**src/rtl/sfx_sequencer.sv**
```systemverilog
// Sound-effect sequencer: a 2-note rising chirp on score, a 3-note falling tune on hit.
// Optional macro SFX_MUTE_EN adds a mute input that gates audioOut without disturbing note timing.
module sfx_sequencer #(
    parameter int unsigned NOTE_CYCLES = 5_000_000,
    parameter int unsigned SC_HALF0    = 56_818,
    parameter int unsigned SC_HALF1    = 37_908,
    parameter int unsigned HT_HALF0    = 113_636,
    parameter int unsigned HT_HALF1    = 151_515,
    parameter int unsigned HT_HALF2    = 227_273
) (
    input  logic       ClkPort,
    input  logic       Reset,
    input  logic       score_evt,
    input  logic       hit_evt,
`ifdef SFX_MUTE_EN
    input  logic       mute,
`endif
    output logic       audioOut,
    output logic       busy,
    output logic [1:0] sfx_id,
    output logic [1:0] note_idx
);

    typedef enum logic [2:0] {StIdle, StSc0, StSc1, StHt0, StHt1, StHt2} state_e;

    localparam logic [22:0] DurLast  = 23'(NOTE_CYCLES - 1);
    localparam logic [17:0] ScLast0  = 18'(SC_HALF0 - 1);
    localparam logic [17:0] ScLast1  = 18'(SC_HALF1 - 1);
    localparam logic [17:0] HtLast0  = 18'(HT_HALF0 - 1);
    localparam logic [17:0] HtLast1  = 18'(HT_HALF1 - 1);
    localparam logic [17:0] HtLast2  = 18'(HT_HALF2 - 1);

    state_e      state_q, state_d;
    logic        score_q, hit_q;
    logic [22:0] dur_cnt_q, dur_cnt_d;
    logic [17:0] tone_cnt_q, tone_cnt_d;
    logic        tone_q, tone_d;
    logic        audio_q, audio_d;
    logic [17:0] half_last;
    logic        score_rise, hit_rise, dur_done, note_start;

    assign score_rise = score_evt & ~score_q;
    assign hit_rise   = hit_evt & ~hit_q;
    assign dur_done   = (dur_cnt_q == DurLast);

    always_comb begin
        half_last = '0;
        unique case (state_q)
            StSc0:   half_last = ScLast0;
            StSc1:   half_last = ScLast1;
            StHt0:   half_last = HtLast0;
            StHt1:   half_last = HtLast1;
            StHt2:   half_last = HtLast2;
            default: half_last = '0;
        endcase
    end

    always_comb begin
        state_d    = state_q;
        dur_cnt_d  = dur_cnt_q + 23'd1;
        tone_cnt_d = tone_cnt_q + 18'd1;
        tone_d     = tone_q;
        note_start = 1'b0;
        if (tone_cnt_q == half_last) begin
            tone_cnt_d = '0;
            tone_d     = ~tone_q;
        end
        unique case (state_q)
            StIdle: begin
                if (hit_rise) begin
                    state_d    = StHt0;
                    note_start = 1'b1;
                end else if (score_rise) begin
                    state_d    = StSc0;
                    note_start = 1'b1;
                end
            end
            StSc0, StSc1: begin
                // hit preempts score; a fresh score edge restarts the chirp
                if (hit_rise) begin
                    state_d    = StHt0;
                    note_start = 1'b1;
                end else if (score_rise) begin
                    state_d    = StSc0;
                    note_start = 1'b1;
                end else if (dur_done) begin
                    if (state_q == StSc0) begin
                        state_d    = StSc1;
                        note_start = 1'b1;
                    end else begin
                        state_d = StIdle;
                    end
                end
            end
            StHt0: begin
                if (dur_done) begin
                    state_d    = StHt1;
                    note_start = 1'b1;
                end
            end
            StHt1: begin
                if (dur_done) begin
                    state_d    = StHt2;
                    note_start = 1'b1;
                end
            end
            StHt2: begin
                if (dur_done) begin
                    state_d = StIdle;
                end
            end
            default: state_d = StIdle;
        endcase
        if (note_start) begin
            dur_cnt_d  = '0;
            tone_cnt_d = '0;
            tone_d     = 1'b1;
        end else if (state_d == StIdle) begin
            dur_cnt_d  = '0;
            tone_cnt_d = '0;
            tone_d     = 1'b0;
        end
    end

`ifdef SFX_MUTE_EN
    assign audio_d = tone_d & ~mute;
`else
    assign audio_d = tone_d;
`endif

    always_ff @(posedge ClkPort or posedge Reset) begin
        if (Reset) begin
            state_q    <= StIdle;
            score_q    <= 1'b0;
            hit_q      <= 1'b0;
            dur_cnt_q  <= '0;
            tone_cnt_q <= '0;
            tone_q     <= 1'b0;
            audio_q    <= 1'b0;
        end else begin
            state_q    <= state_d;
            score_q    <= score_evt;
            hit_q      <= hit_evt;
            dur_cnt_q  <= dur_cnt_d;
            tone_cnt_q <= tone_cnt_d;
            tone_q     <= tone_d;
            audio_q    <= audio_d;
        end
    end

    assign audioOut = audio_q;

    always_comb begin
        busy     = (state_q != StIdle);
        sfx_id   = 2'b00;
        note_idx = 2'd0;
        unique case (state_q)
            StSc0: begin sfx_id = 2'b01; note_idx = 2'd0; end
            StSc1: begin sfx_id = 2'b01; note_idx = 2'd1; end
            StHt0: begin sfx_id = 2'b10; note_idx = 2'd0; end
            StHt1: begin sfx_id = 2'b10; note_idx = 2'd1; end
            StHt2: begin sfx_id = 2'b10; note_idx = 2'd2; end
            default: begin sfx_id = 2'b00; note_idx = 2'd0; end
        endcase
    end

endmodule

```
**config.mk**
```make
export PLATFORM = sky130hd
export DESIGN_NAME = sfx_sequencer
export DESIGN_NICKNAME = d
export VERILOG_FILES = /design/src/rtl/sfx_sequencer.sv
export SDC_FILE = /design/constraint.sdc
export NUM_CORES = 1
export LEC_CHECK = 0
export ABC_AREA = 1
export BUFFER_PORTS_ARGS = -buffer_cell sky130_fd_sc_hd__buf_2
export CAP_MARGIN = 20
export CORE_ASPECT_RATIO = 0.6
export CORE_MARGIN = 2
export CORE_UTILIZATION = 55
export CTS_BUF_LIST = sky130_fd_sc_hd__clkbuf_8
export CTS_CLUSTER_SIZE = 30
export DETAILED_ROUTE_END_ITERATION = 10
export PLACE_DENSITY = 0.73
export SETUP_SLACK_MARGIN = 0.4
export SKIP_LAST_GASP = 1
export SLEW_MARGIN = 0
export SYNTH_ARGS = -nofsm -noshare
export SYNTH_HDL_FRONTEND = slang
export SYNTH_SLANG_ARGS = --single-unit
```
**constraint.sdc**
```tcl
create_clock -name ClkPort -period 2 [get_ports ClkPort]
set_input_delay 0.4 -clock ClkPort [delete_from_list [all_inputs] [get_ports ClkPort]]
set_output_delay 0.4 -clock ClkPort [all_outputs]
set_load 0.03 [all_outputs]
```
* After elaboration in Yosys (flattened, before gate mapping)
Index checks and enable logic that the tools add are counted.
** Operators by class
- Add/subtract/negate cells :: 2
- Multipliers :: 0
- Div/mod/pow operators :: 0
- Magnitude comparators :: 0
- Equal/unequal tests :: 7
- Shifts and indexed selects :: 0
- Muxes and demuxes :: 29
- Bitwise operators :: 5
- Reductions and logical operators :: 8
** Operators by type and width (count)
- $pmux W18 S5 :: 1
- $mux W18 :: 3
- $mux W23 :: 2
- $mux W3 :: 8
- $add A23 B1 Y23 const B :: 1
- $eq A23 B23 Y1 const B :: 1
- $add A18 B1 Y18 const B :: 1
- $eq A18 B18 Y1 :: 1
- $pmux W3 S5 :: 1
- $mux W1 :: 10
- $pmux W2 S2 :: 2
- $eq A3 B2 Y1 const B :: 2
- $eq A3 B3 Y1 const B :: 2
- $logic_not A3 Y1 :: 2
- $reduce_bool A3 Y1 :: 2
- $reduce_or A2 Y1 :: 3
- $eq A3 B1 Y1 const B :: 1
- $not A1 Y1 :: 3
- $pmux W1 S3 :: 1
- $reduce_or A3 Y1 :: 1
- $and A1 B1 Y1 :: 2
- $mux W2 :: 1
** Word-level totals
- Bits in registers :: 47
- Bits in latches :: 0
- Bits in writable memories :: 0
- Memory bits (read-only) :: 0
- Logic and storage cells :: 57
- Memories :: 0

* Longest topological paths before layout
- Word-level depth :: 9
- Gate-level depth with buffers :: 14
- Depth with buffers taken out :: 14

* Worst setup path after synthesis
No wires, ideal clock.
- Path type :: register to register
- From :: register state_q[1]
- To :: register tone_cnt_q[16]
- Library setup time :: 0.139 ns
- Data arrival time :: 1.967 ns
- Path slack :: -0.106 ns
- Stages on the path, launching flop included :: 12
- Path buffers :: 1
- Cell sequence :: dfrtp_1 -> inv_2 -> nand2_2 -> nor2_1 -> nor2_1 -> a21oi_1 -> nand2_1 -> nor2_1 -> nand3_2 -> buf_4 -> nand2_1 -> nor3_1
** On the way
- Cells in the longest elaborated chain, start to end :: 9
** Ends and longest elaborated chain
- from (decl) :: RTL line 33 : state_e state_q, state_d;
- from (signal assigned) :: RTL line 133 : state_q <= StIdle;
- from (signal assigned) :: RTL line 141 : state_q <= state_d;
- $eq A3 B1 Y1 :: RTL line 48, 68, 87
- $mux W2 :: RTL line 87 : if (state_q == StSc0) begin
- $mux W3 :: RTL line 86 : end else if (dur_done) begin
- $mux W3 :: RTL line 83 : end else if (score_rise) begin
- $mux W3 :: RTL line 80 : if (hit_rise) begin
- $pmux W3 S5 :: RTL line 68 : unique case (state_q)
- $logic_not A3 Y1 :: RTL line 118 : end else if (state_d == StIdle) begin
- $mux W18 :: RTL line 118
- $mux W18 (*) :: RTL line 114 : if (note_start) begin
- via tone_cnt_d[16] :: RTL line 36 : logic [17:0] tone_cnt_q, tone_cnt_d;
- to (signal assigned) :: RTL line 145 : tone_cnt_q <= tone_cnt_d;
- to (decl) :: RTL line 36
The timed path passes the listed nets; every way through them passes the cells marked *.
A chain may end at the register's enable or synchronous reset.

* Worst setup path in the final report
- From :: register state_q[1]
- To :: register tone_cnt_q[13]
The elaborated chain is that of the path after synthesis.

==> flow_summary_export.csv <==
group,metric,value,unit
clocking,cts_tree,"done",
setup_path,critical_path_class,"reg -> reg",
layout,syn_to_final_growth,40.0,%
clocking,htree_levels,2,
synthesis,synth_cells,437,
clocking,clock-sinks,47,
timing,timing.fmax,456,MHz
timing,skew,0.00710,ns
placement,hpwlAfterDp,5900,um
pwr,powerDensity,1200,mW/mm2
detailed_routing,drt_first_pass_iters,6,
setup_path,worstPathMaxFanout,18,
synthesis,synth-seq-cells,47,
floorplan,dieArea,0.00628,mm2
grt,track_usage,0.317,
setup_path,cp.required,2.21,ns
clocking,clock_latency,0.31,ns
synthesis,synth_cell_type_count,32,
placement,place_area,0.00345,mm2
setup_path,crit_top_cell,"nand2_1",
setup_path,arrival,2.40,ns
status,outcome,"finished, violations left",
clocking,cts_buffers,5,
floorplan,die_w,101,um
synthesis,async_flop_share,1.00,
detailed_routing,drcViolationCount,0,
pwr,p_leak,0.00197,uW
pwr,finalPower,5210,uW
setup_path,crit_path_max_incr_delay,0.47,ns
placement,port_buffers,9,
synthesis,syn-cell-area,0.00310,mm2
status,violations,"negative setup slack",
synthesis,synth_top_area_share,0.379,
synthesis,synth_edf_count,0,
layout,drive_above_1_share,0.326,
synthesis,yosys_warnings,0,
clocking,clockRootBuffer,"clkbuf_8",
grt,gr-total-overflow,0,
synthesis,yosysTopAreaCell,"dfrtp_1",
pwr,ir_drop,0.611,mV
timing,finalHoldViolCount,0,
worst_hold_path,min-delay-path-class,"in -> reg",
setup_path,start_kind,"register",
clocking,path_clk_slew,0.10,ns
synthesis,synth_ff_type,"dfrtp_1",
timing,timing.final.ws_setup,-0.191,ns
clocking,clockBufferDepth,2,
detailed_routing,viasPerCell,6.06,
detailed_routing,finalWirelength,10900,um
synthesis,syn_avg_cell_area,7.10,um2
synthesis,synth_fp_nets,443,
placement,gp_routability_congestion,0.917,
timing,whs,0.201,ns
floorplan,row_count,21,
clocking,hold_buffers,0,
detailed_routing,via_count,3482,
floorplan,boundaryPins,10,
layout,fin_nets,511,
timing,fin_crit_sh,1.10,
grt,first_global_vias,3051,
detailed_routing,postRouteAntennaNets,0,
timing,setup_viol,42,
timing,tightestPinTransition,0.619,ns
setup_path,endpoint_kind,"register",
floorplan,die_h,62.2,um
setup_path,critPathSlowestCell,"dfrtp_2",
floorplan,start_util,0.562,
timing,rsz0062_at_grt,"true",
synthesis,ys_seq_area_frac,0.379,
job,drv_cap,0,
setup_path,rrSetupSlack,-0.19,ns
setup_path,cp_cell_sequence,"buf_4 -> nand2_4 -> nand2_1 -> nand2_1 -> nand2_1 -> nor2_1 -> nand2_1 -> nor2_2 -> nand3_2 -> buf_12 -> nand3_1 -> nor2_1",
grt,antenna_found_initial,0,
layout,post-route-cell-area,0.00434,mm2
timing,min_period,2.19,ns
floorplan,core_area,0.00552,mm2
detailed_routing,first_iter_violations,412,
synthesis,synthTopCellsByArea,"dfrtp_1 (38%), nand2_1 (13%), nor3_1 (7.4%)",
detailed_routing,post_drt_wl_per_cell,19.0,um
grt,grt_start_max_net_pins,48,
grt,grt_pass1_wl,15400,um
layout,diodes,0,
timing,relSlewSlack,0.587,
timing,slew_viol_final,0,
[state kept, by name, summed over array words and instances (netlist names)]
name        count
score_q         1
state_q         3
hit_q           1
dur_cnt_q      23
audioOut        1
tone_cnt_q     18
[logic make-up after synthesis]
group / after synthesis / share of synthesized area
AND/OR/NAND/NOR: 263 / 0.384
adder cells (fa/ha/maj): 2 / 0.00807
buffers and inverters: 73 / 0.101
flip-flops: 47 / 0.379
XOR/XNOR: 32 / 0.0904
AO/OA/AOI/OAI: 20 / 0.0371
[placed cells by master, fill, tap and decap left out, types with 4 or more instances in the layout]
master    instances
inv_2             5
buf_2             4
nor3_2           20
xnor2_1           7
nand3_2           4
nand4_1          12
dfrtp_1          44
nand3_1          27
o21ai_0           9
nor3_1           22
nor2_2           10
nand2_4           5
inv_1            57
clkbuf_8          6
buf_4            44
buf_6            12
xor2_1           25
nor3_4            9
nor2_4           10
nor2_1           32
nand2_1          92
nand2_2          11
[per-stage QoR]
| step | worst slack (ns) | utilization | TNS, ns | instances |
|---|---|---|---|---|
| floorplan | 0.198 | - | 0 | 437 |
| global placement | 0.0391 | 0.625 | 0 | 521 |
| detailed placement | 0.0274 | 0.625 | 0 | 521 |
| CTS | 0.0659 | 0.720 | 0 | 557 |
| global route | -0.211 | 0.787 | -7.56 | 575 |
| finish | -0.191 | 0.787 | -3.53 | 575 |
[power breakdown]
group,total [uW],internal (uW),switching (uW)
sequential,1160,1030,131
clock,637,279,358
combinational,3410,1520,1880
[per-layer routing]
metal	GRT usage	vias up	part of all wire
met3	0.0923	53	0.13
met4	0.115	0	0.038
met1	0.469	1611	0.40
li1	-	1540	-
met5	0	-	0
met2	0.440	278	0.43
[critical path: cells and delay by family, from the launching register on]
kind	cells	cell delay (ns)
AND/OR/NAND/NOR	10	1.26
buffers and inverters	2	0.35
flip-flops	1	0.47
[area by class of cell]
type | count | area, um2
Inverter | 63 | 243
Sequential cell | 47 | 1180
Multi-Input combinational cell | 318 | 2030
Clock buffer | 6 | 82.6
Timing Repair Buffer | 70 | 706
Fill cell | 357 | 1180
Tap cell | 69 | 86.3
Clock inverter | 2 | 12.5
[synthesized netlist by cell type, types with 3 or more instances]
library cell and instances:
xor2_1 25, o21bai_1 3, inv_1 60, nand2_1 106, o21ai_0 10, nand3_1 32
nor2_1 49, nand4_1 12, dfrtp_1 47, nor3_2 5, nor3_1 46, a21oi_1 3
xnor2_1 7, buf_6 4
[timing repair]
action	in CTS	in global routing
setup buffers	26	13
endpoints found under the hold margin	0	0
gates resized for setup	52	39
cloned	2	5
pin swaps	13	16
setup endpoints to repair	47	49
[path summary, 6_finish.rpt]
path	start	cells past startpoint	endpoint
min in group asynchronous	Reset	3	tone_cnt_q[2]$_DFF_PP0_
hold reg to reg	dur_cnt_q[22]$_DFF_PP0_	2	dur_cnt_q[22]$_DFF_PP0_
hold / removal	hit_evt	1	hit_q$_DFF_PP0_
max in group asynchronous	Reset	3	state_q[1]$_DFF_PP0_
setup reg to reg	state_q[1]$_DFF_PP0_	12	tone_cnt_q[13]$_DFF_PP0_
setup / recovery	state_q[1]$_DFF_PP0_	12	tone_cnt_q[13]$_DFF_PP0_
(Power assumes the default switching activity.)
